--- config.mk ---
export PLATFORM = sky130hd
export DESIGN_NAME = control_bird_movement
export DESIGN_NICKNAME = d
export VERILOG_FILES = /design/src/rtl/control_bird_movement.sv
export SDC_FILE = /design/constraint.sdc
export NUM_CORES = 1
export LEC_CHECK = 0
export BUFFER_PORTS_ARGS = -buffer_cell sky130_fd_sc_hd__buf_4
export CAP_MARGIN = 10
export CORE_ASPECT_RATIO = 0.9
export CORE_MARGIN = 5
export CORE_UTILIZATION = 59
export DETAILED_ROUTE_END_ITERATION = 7
export HOLD_SLACK_MARGIN = 0.1
export PLACE_DENSITY_LB_ADDON = 0.1
export REMOVE_ABC_BUFFERS = 1
export SLEW_MARGIN = 15
export SYNTH_ARGS = -nofsm -noshare
export SYNTH_HDL_FRONTEND = slang
export SYNTH_SLANG_ARGS = --single-unit
export TNS_END_PERCENT = 5
--- constraint.sdc ---
create_clock -name clk -period 2.9 [get_ports clk]
set_input_delay 0.145 -clock clk [delete_from_list [all_inputs] [get_ports clk]]
set_output_delay 0.145 -clock clk [all_outputs]
set_load 0.05 [all_outputs]
--- src/rtl/control_bird_movement.sv ---
// Vertical motion controller for the bird on the 8x8 LED matrix: gravity, flaps, sticky game-over.
// Optional: define CEILING_CRASH_EN to make a flap at the top row end the game.
module control_bird_movement #(
   parameter int FALL_TICKS = 12_500_000,
   parameter int START_ROW  = 4
) (
   input  logic       clk,
   input  logic       reset,
   input  logic       start,
   input  logic       flap,
   input  logic       crash,
   output logic [7:0] bird,
   output logic       game_over
);

   localparam int              CW         = $clog2(FALL_TICKS);
   localparam logic [CW-1:0]   LAST_COUNT = CW'(FALL_TICKS - 1);
   localparam logic [7:0]      START_BIRD = 8'b1 << START_ROW;

   typedef enum logic [0:0] {
      ST_PLAY,
      ST_OVER
   } state_t;

   state_t        state;
   state_t        state_next;
   logic [7:0]    bird_q;
   logic [7:0]    bird_next;
   logic [CW-1:0] count_q;
   logic [CW-1:0] count_next;
   logic          tick;
   logic          at_top;
   logic          at_ground;

   assign tick      = (count_q == LAST_COUNT);
   assign at_top    = bird_q[7];
   assign at_ground = bird_q[0];

   always_ff @(posedge clk or posedge reset) begin
      if (reset) begin
         state <= ST_PLAY;
      end else begin
         state <= state_next;
      end
   end

   // Crash outranks flap, flap outranks gravity; start=0 parks the bird without ending play.
   always_comb begin
      state_next = state;
      if (state == ST_PLAY && start) begin
         if (crash) begin
            state_next = ST_OVER;
         end else if (flap) begin
`ifdef CEILING_CRASH_EN
            if (at_top) begin
               state_next = ST_OVER;
            end
`endif
         end else if (tick && at_ground) begin
            state_next = ST_OVER;
         end
      end
   end

   always_ff @(posedge clk or posedge reset) begin
      if (reset) begin
         bird_q  <= START_BIRD;
         count_q <= '0;
      end else begin
         bird_q  <= bird_next;
         count_q <= count_next;
      end
   end

   // Shifts saturate at bit 7 / bit 0 so the column stays one-hot.
   always_comb begin
      bird_next  = bird_q;
      count_next = count_q;
      if (state == ST_PLAY) begin
         if (!start) begin
            bird_next  = START_BIRD;
            count_next = '0;
         end else if (crash) begin
            bird_next  = bird_q;
         end else if (flap) begin
            count_next = '0;
            if (!at_top) begin
               bird_next = bird_q << 1;
            end
         end else if (tick) begin
            count_next = '0;
            if (!at_ground) begin
               bird_next = bird_q >> 1;
            end
         end else begin
            count_next = count_q + 1'b1;
         end
      end
   end

   always_comb begin
      bird      = bird_q;
      game_over = (state == ST_OVER);
   end

endmodule

==> results of run 1 <==
[logic make-up (layout without fill, tap and decap cells)]
logic type / after synthesis / in the layout
xor gates and xnor gates: 14 / 14
adders and majority gates: 1 / 1
muxes: 6 / 6
buffers and inverters: 13 / 28
and+or+nand+nor: 98 / 98
DFF: 33 / 33
AOI/OAI and AO/OA: 34 / 34
[state kept, by name (all words and copies together) (netlist names)]
register / cells
game_over: 1
bird: 8
count_q: 24
[power breakdown]
group,internal (mW),leakage (nW),switching (mW)
registers,0.480,0.439,0.0164
clock network,0.120,0.0326,0.156
logic,0.0423,0.421,0.0792
[layout make-up]
class	count	area, µm²
clock buffer	8	58.8
inverter	4	15.0
multi-input combinational	153	958
tap	42	52.6
timing repair buffer	16	123
fill	252	985
sequential	33	827
[worst paths after layout]
| kind | end | slack (ns) |
|---|---|---|
| max | bird[7] | 0.45 |
| min | bird[7] | 0.15 |
| max reg2reg | bird[7] | 0.45 |
| min reg2reg | count_q[1] | 0.53 |
| max in group asynchronous | bird[4] | 2.12 |
| min in group asynchronous | count_q[15] | 0.46 |
[worst reg2reg max path, cell delays in order, from the launching register on]
cell and delay [ns]:
dfrtp_1 0.40, ha_1 0.24, nand4_2 0.20, or4b_4 0.54, o21ai_1 0.14, buf_4 0.17
and2_1 0.47, o21ai_0 0.17
[synth_stat cells]
library cell,count,area share
nor2b_1,4,0.014
nor3_1,5,0.014
o21ai_1,1,0.0027
and4_1,1,0.0048
buf_4,2,0.0081
or4_1,1,0.0041
nand3_1,12,0.033
nor3_2,1,0.0054
nand4_2,1,0.0068
nor2_1,24,0.049
dfrtp_1,32,0.43
or4b_4,1,0.0075
and3_1,4,0.014
mux2_4,5,0.041
mux2i_1,1,0.0054
o311ai_0,1,0.0048
buf_2,1,0.0027
inv_1,4,0.0081
a31o_2,1,0.0048
or2_2,1,0.0034
a31oi_1,3,0.010
a21oi_1,4,0.011
nand3b_1,2,0.0081
o21ai_0,13,0.035
and2_1,2,0.0068
dfstp_2,1,0.014
a2bb2oi_1,1,0.0048
ha_1,1,0.0068
o31ai_1,3,0.012
nand4_1,10,0.034
nor3b_1,1,0.0041
nor4_1,4,0.014
xnor2_1,2,0.0095
nand2_1,19,0.039
nor4_2,1,0.0068
xor2_1,12,0.057
nand2b_1,2,0.0068
nor4b_1,1,0.0048
a22o_1,5,0.024
o21ai_2,1,0.0048
nand4b_1,1,0.0048
a21o_1,1,0.0041
clkbuf_1,6,0.012
[repair_timing]
| action | in CTS | in global routing |
|---|---|---|
| hold endpoints to repair | 32 | 0 |
| setup endpoints to repair | 0 | 0 |
| hold buffers | 1 | 0 |
[per-layer routing]
| layer | vias up | track usage | part of all wire |
|---|---|---|---|
| li1 | 745 | - | - |
| met1 | 736 | 0.295 | 0.46 |
| met2 | 46 | 0.329 | 0.47 |
| met3 | 9 | 0.0522 | 0.057 |
| met4 | 0 | 0.0706 | 0.015 |
| met5 | - | 0 | 0 |
[stage by stage]
step	cell area [µm²]	utilization
after floorplan	1800	-
after global placement	1970	0.651
after detailed placement	1970	0.651
after CTS	2030	0.674
after global routing	2030	0.674
final	2030	0.674
==> flow_metrics.tcl, run 1 <==
set metrics [dict create \
    status "finished clean" \
    clock_latency_ns 0.34 \
    grt_usage 0.215 \
    ctsResizeCount 0 \
    slowest_delay_ns 0.54 \
    hold_class "input port to register" \
    holdPathStages 3 \
    crit_family "simple AND/OR/NAND/NOR gates" \
    slowest_stage "or4b_4" \
    setup_tns_ns 0 \
    post-dp-hpwl_um 2810 \
    cts_buffer_depth 2 \
    finalNonFillerCells 256 \
    syn-mean-instance-area_um2 9.26 \
    place_congestion 0.888 \
    drv_cap 0 \
    clock-sinks 33 \
    cp_cell_sequence "ha_1 -> nand4_2 -> or4b_4 -> o21ai_1 -> buf_4 -> and2_1 -> o21ai_0" \
    slew_violations 0 \
    drive_gt1_frac 0.159 \
    place.port_buffers 13 \
    mostFrequentLayoutCells "32 x dfrtp_1, 24 x nor2_1, 19 x nand2_1, 15 x buf_4, 13 x o21ai_0" \
    core_mm2 0.00302 \
    cp.arrival_ns 2.66 \
    layout_commonest_cell "dfrtp_1" \
    dp.cells 247 \
    htreeDepth 2 \
    grt_overflow 0 \
    clkSlewWorstSetupHoldPaths_ns 0.10 \
    cts_setup_buffers 0 \
    r2r_cells 7 \
    skew_ns 0.0106 \
    num_rows 19 \
    synthCells 199 \
    drc 0 \
    min_from "start" \
    start_util 0.610 \
    worst_slew_pin_slew_ns 0.746 \
    period_share 0.845 \
    crit_path_start "count_q[0]" \
    crit_required_ns 3.11 \
    synth.cell_area_mm2 0.00184 \
    die_x_um 68.9 \
    powerDensity_mw_per_mm2 439 \
    ys_types 43 \
    diodes 0 \
    cts_inserted_buffers 5 \
    hold_viol_final 0 \
    setup_ws_ns 0.449 \
    firstDrtPassIters 4 \
    yosysSeqAreaShare 0.449 \
    layout.nets 219 \
    cts_tree "built" \
    dr_total_vias 1536 \
    crit_type "register to register" \
    drt_iter0_markers 129 \
    ir_worst_vdd_uv 309 \
    slew_headroom 0.498 \
    cp_max_fo 15 \
    finalSetupViolCount 0 \
    worstSetupStartpointType "register" \
    via_per_inst 6.00 \
    pre_cts_slack_ns 0.497 \
    muxShareOfSynthArea 0.0462 \
    grt_max_degree 34 \
    worst_hold_slack_ns 0.154 \
    dieArea_mm2 0.00434 \
    grt_pass1_wl_um 7160 \
    die_height_um 63.0 \
    io_pins 14 \
    drt_wl_total_um 4010 \
    synthXorXnorAreaFrac 0.0665 \
    p_leak_nw 0.892 \
    period_minus_slack_ns 2.45 \
    antenna_found_initial 0 \
    synth_fa_ha_area_frac 0.00679 \
    synth-seq-cells 33 \
    grt_pass1_vias 1530 \
    yosys_warnings 0 \
    yosys.area_share.simple 0.282 \
    r2r_start "count_q[0]" \
    rsz0062_at_grt "false" \
    synth_top_family_by_area "simple AND/OR/NAND/NOR gates" \
    end_kind "register" \
    cts-root-buf "clkbuf_4" \
    fmax_mhz 408 \
    cp.depth 7 \
    area_growth_pct 10.4 \
    synth_compound_area_frac 0.118 \
    ant_nets 0 \
    worst-path-buf-inv 1 \
    finalPower_mw 0.893 \
    routedWlPerCell_um 15.7 \
]
No activity file was read; power rests on OpenSTA's default activity.
==> run 2, diff against run 1 <==
ABC_AREA = 1   (was unset)
CORE_UTILIZATION = 60   (was 59)
clock period = 2.3 ns   (was 2.9 ns; I/O delays follow)
==> run 2 against run 1 <==
Effect of this change: sequential power increased by 17%; largest power group unchanged; setup slack improved by 0.022 ns; cell area increased by 12%; highest routed layer unchanged.
==> flow_metrics.tcl, run 2 <==
set metrics [dict create \
    async_flop_share 1.00 \
    grt_pass1_wl_um 7400 \
    period_share 0.795 \
    core_mm2 0.00333 \
    status "finished clean" \
    drt_wl_total_um 4310 \
    place.port_buffers 13 \
    cts_buffer_depth 2 \
    crit_family "simple AND/OR/NAND/NOR gates" \
    cp_cell_sequence "ha_1 -> nand3_1 -> nor2_2 -> nand3_2 -> nand2_2 -> nand2_2 -> inv_2 -> nor2_1" \
    cp.depth 8 \
    crit_required_ns 2.48 \
    diodes 0 \
    cp_max_fo 12 \
    cts_tree "built" \
    ys_types 30 \
    drc 0 \
    post-dp-hpwl_um 3010 \
    p_leak_nw 1.17 \
    synth_flop_cell "dfrtp_1" \
    synth-seq-cells 33 \
    layout.nets 300 \
    routedWlPerCell_um 12.7 \
    ir_worst_vdd_uv 471 \
    clock-sinks 33 \
    synth_top_area_cell "dfrtp_1" \
    io_pins 14 \
    dieArea_mm2 0.00466 \
    slew_violations 0 \
    antenna_found_initial 0 \
    rr_endpoint "count_q[10]" \
    synth_most_common_cell "nand2_1" \
    top_register "count_q" \
    end_kind "register" \
    worst-path-buf-inv 1 \
    clock_latency_ns 0.29 \
    drv_cap 0 \
    period_minus_slack_ns 1.83 \
    rsz0062_at_grt "false" \
    fmax_mhz 547 \
    grt_max_degree 25 \
    skew_ns 0.00481 \
    netlist_top_cells_count "68 x nand2_1, 46 x nor2_1, 36 x inv_1" \
    r2r_cells 8 \
    yosysSeqAreaShare 0.406 \
    r2r_start "count_q[1]" \
    crit_type "register to register" \
    slowest_stage "dfrtp_1" \
    grt_usage 0.206 \
    cp.arrival_ns 2.01 \
    start_util 0.612 \
    layout_commonest_cell "nand2_1" \
    setup_tns_ns 0 \
    synthCells 276 \
    slew_headroom 0.713 \
    clkSlewWorstSetupHoldPaths_ns 0.07 \
    synth_edf_count 0 \
    critPathMostFrequentCell "nand2_2" \
    ctsResizeCount 0 \
    grt_pass1_vias 1638 \
    place_congestion 0.878 \
    hold_end "bird[0]" \
    firstDrtPassIters 7 \
    fillers 270 \
    hold_viol_final 0 \
    final_cell_area_mm2 0.00227 \
    finalPower_mw 1.10 \
    synthTopCellsByArea "dfrtp_1 39%, nand2_1 13%, nor2_1 8.5%" \
    min_from "start" \
    via_per_inst 5.22 \
    slowest_delay_ns 0.41 \
    dr_total_vias 1768 \
    num_rows 20 \
    placedInstanceArea_mm2 0.00216 \
    cts-root-buf "clkbuf_8" \
    ant_nets 0 \
    die_x_um 71.4 \
    hold_class "input port to register" \
    largest_register_ffs 24 \
    syn-mean-instance-area_um2 7.38 \
    synthDominantCellAreaShare 0.393 \
    r2r_slack_ns 0.47 \
    die_height_um 65.3 \
    area_growth_pct 11.4 \
    drt_iter0_markers 74 \
    mostFrequentLayoutCells "68 x nand2_1, 46 x nor2_1, 36 x inv_1, 32 x dfrtp_1, 18 x nand3_1" \
    drive_gt1_frac 0.176 \
    holdPathStages 3 \
    htreeDepth 2 \
    worst_slew_pin_slew_ns 0.430 \
    finalSetupViolCount 0 \
    yosys_warnings 0 \
    worstSetupStartpointType "register" \
    powerDensity_mw_per_mm2 487 \
    grt_overflow 0 \
    synth.cell_area_mm2 0.00204 \
    cts_inserted_buffers 5 \
]
[run 2: final cells by class]
cell class	instances	area (µm²)	share of cell area
clock buffer	7	96.3	0.0425
multi-input combinational	200	1020	0.451
tap	44	55.1	0.0243
timing repair buffer	15	115	0.0507
sequential	33	827	0.365
clock inverter	1	5.00	0.00221
inverter	39	146	0.0645
[run 2: logic make-up after synthesis]
family | after synthesis | synth area share
DFF | 33 | 0.406
xor gates and xnor gates | 8 | 0.0344
AOI/OAI and AO/OA | 21 | 0.0621
adders and majority gates | 1 | 0.00615
and+or+nand+nor | 170 | 0.400
buffers and inverters | 43 | 0.0910
[run 2: worst register-to-register path: stages, from the launching register on]
cell     delay [ns]
dfrtp_1        0.41
ha_1           0.22
nand3_1        0.12
nor2_2         0.13
nand3_2        0.10
nand2_2        0.20
nand2_2        0.22
inv_2          0.24
nor2_1         0.08
[run 2: timing repair]
action                                 CTS  global route
endpoints found under the hold margin    9             0
buffers inserted                         0             0
hold buffers                             1             0
[run 2: how the worst max path moves through the flow]
stage	startpoint	slack (ns)	to
after CTS	count_q[1]	0.46	count_q[10]
final	count_q[1]	0.47	count_q[10]
after floorplan	game_over	0.72	count_q[10]
after global placement	count_q[1]	0.56	count_q[22]
after global routing	count_q[1]	0.32	count_q[17]
after detailed placement	count_q[1]	0.48	count_q[2]
[run 2: through the flow]
step	hold WS [ns]	setup WS, ns	utilization	instances
6_report	0.153	0.471	0.682	339
4_1_cts	0.145	0.465	0.682	339
5_1_grt	0.166	0.318	0.682	339
3_3_place_gp	0.108	0.562	0.648	330
2_1_floorplan	0.243	0.721	-	272
3_5_place_dp	0.119	0.481	0.648	330
[run 2: where the power goes]
| group | internal (mW) | switching (mW) |
|---|---|---|
| registers | 0.580 | 0 |
| logic | 0.0105 | 0.0248 |
| clock network | 0.270 | 0.218 |
| total | 0.861 | 0.243 |
[run 2: routing by layer]
layer | global-route usage | share of wire
met1 | 0.277 | 0.49
met2 | 0.312 | 0.45
met3 | 0.0474 | 0.036
met4 | 0.0986 | 0.019
met5 | 0 | 0
==> run 3, diff against run 2 <==
CORE_UTILIZATION = 54   (was 60)
clock period = 1.61 ns   (was 2.3 ns; I/O delays follow)
==> run 3 against run 2 <==
Effect of this change: maximum frequency up 24%; via count is 1.6% higher; routed wire length rose by 2.5%; cell count is 3.5% higher; power grew 34%; non-clock buffer count is 10 higher; combinational power grew 55%; global-route usage down 0.37 points; sequential share of layout area shrank 1.4 points; sequential cell count unchanged; largest power group unchanged.
==> flow_metrics.tcl, run 3 (synthesized netlist as in run 2, its figures left out) <==
set metrics [dict create \
    layout_commonest_cell "nand2_1" \
    layout.nets 310 \
    period_minus_slack_ns 1.48 \
    clock-sinks 33 \
    ant_nets 0 \
    status "finished clean" \
    finalNonFillerCells 351 \
    grt_pass1_wl_um 7800 \
    slew_violations 0 \
    dr_total_vias 1796 \
    drt_iter0_markers 94 \
    rsz0062_at_grt "false" \
    crit_type "register to register" \
    pre_cts_slack_ns 0.0911 \
    die_x_um 74.7 \
    end_kind "register" \
    antenna_found_initial 0 \
    post-dp-hpwl_um 3160 \
    drive_gt1_frac 0.220 \
    skew_ns 0.00511 \
    setup_ws_ns 0.132 \
    grt_use_met2 0.342 \
    cts_tree "built" \
    grt-busiest-layer "met2" \
    place.port_buffers 13 \
    clock_latency_ns 0.29 \
    area_growth_pct 16.0 \
    cts_inserted_buffers 5 \
    via_per_inst 5.12 \
    met1_usage 0.256 \
    drc 0 \
    grt_pass1_vias 1805 \
    top_register "count_q" \
    firstDrtPassIters 4 \
    diodes 0 \
    powerDensity_mw_per_mm2 628 \
    cts_buffer_depth 2 \
    routedWlPerCell_um 12.6 \
    ir_worst_vdd_uv 572 \
    largest_register_ffs 24 \
    finalCoreUtilization 0.642 \
    finalSetupViolCount 0 \
    worstSetupStartpointType "register" \
    htreeDepth 2 \
    slew_headroom 0.719 \
    fmax_mhz 676 \
    grt_max_degree 34 \
    use_met3 0.0411 \
    core_mm2 0.00368 \
    die_height_um 68.3 \
    worst_slew_pin_slew_ns 0.422 \
    grt_overflow 0 \
    setup_tns_ns 0 \
    mostFrequentLayoutCells "68 x nand2_1, 45 x nor2_1, 35 x inv_1, 31 x dfrtp_1, 23 x buf_4" \
    period_share 0.918 \
    dieArea_mm2 0.00510 \
    p_leak_nw 1.21 \
    grt_usage 0.202 \
    cp.arrival_ns 1.66 \
    cts-root-buf "clkbuf_8" \
    hold_class "input port to register" \
    dp.cells 340 \
    hold_viol_final 0 \
    cp_max_fo 11 \
    clkSlewWorstSetupHoldPaths_ns 0.07 \
    place_congestion 0.844 \
    num_rows 21 \
    crit_required_ns 1.79 \
    drv_cap 0 \
    io_pins 14 \
    drt_wl_total_um 4410 \
    start_util 0.553 \
]
-- run 3: what timing repair did --
| action | CTS | global route |
|---|---|---|
| resized for setup | 0 | 9 |
| endpoints found under the setup margin | 0 | 30 |
| hold buffers | 1 | 0 |
| buffers inserted | 0 | 2 |
| hold endpoints to repair | 32 | 0 |
-- run 3: final timing paths --
| check | start | slack (ns) | cells past startpoint | to |
|---|---|---|---|---|
| setup / recovery | count_q[0] | 0.13 | 9 | count_q[20] |
| hold reg to reg | bird[4] | 0.48 | 2 | bird[4] |
| min in group asynchronous | reset | 0.44 | 4 | count_q[12] |
| setup reg to reg | count_q[0] | 0.13 | 9 | count_q[20] |
| hold / removal | start | 0.13 | 3 | bird[0] |
| max in group asynchronous | reset | 0.84 | 4 | bird[4] |
-- run 3: critical path, stage by stage, from the launching register on --
cell and delay [ns]:
dfrtp_1 0.42, ha_4 0.17, nand3_2 0.10, nor2_2 0.11, nand3_2 0.11, nand2_4 0.09
nand2_2 0.06, buf_4 0.19, nand2_1 0.08, nor2_1 0.04
-- run 3: per-stage QoR --
stage               power [mW]  instance area, µm²  hold slack (ns)
floorplan                0.874                2000            0.209
global placement         0.897                2220            0.205
detailed placement       0.897                2220            0.209
CTS                       1.50                2310            0.123
global route              1.54                2360            0.139
finish                    1.48                2360            0.125
-- run 3: power by group --
group	leakage (nW)	total [mW]	switching [mW]	internal (mW)
Combinational	0.753	0.0548	0.0367	0.0181
Sequential	0.409	0.829	0	0.829
Clock	0.0450	0.600	0.301	0.299
-- run 3: per-layer routing --
metal,vias to the layer above,share of wire
met5,-,0
met4,0,0.014
met3,7,0.035
met2,31,0.46
met1,829,0.49
li1,929,-
-- run 3: layout make-up --
type | instances | area [µm²]
Clock buffer | 6 | 72.6
Clock inverter | 2 | 10.0
Fill cell | 357 | 1320
Inverter | 39 | 146
Multi-Input combinational cell | 200 | 1050
Sequential cell | 33 | 828
Tap cell | 46 | 57.6
Timing Repair Buffer | 25 | 194
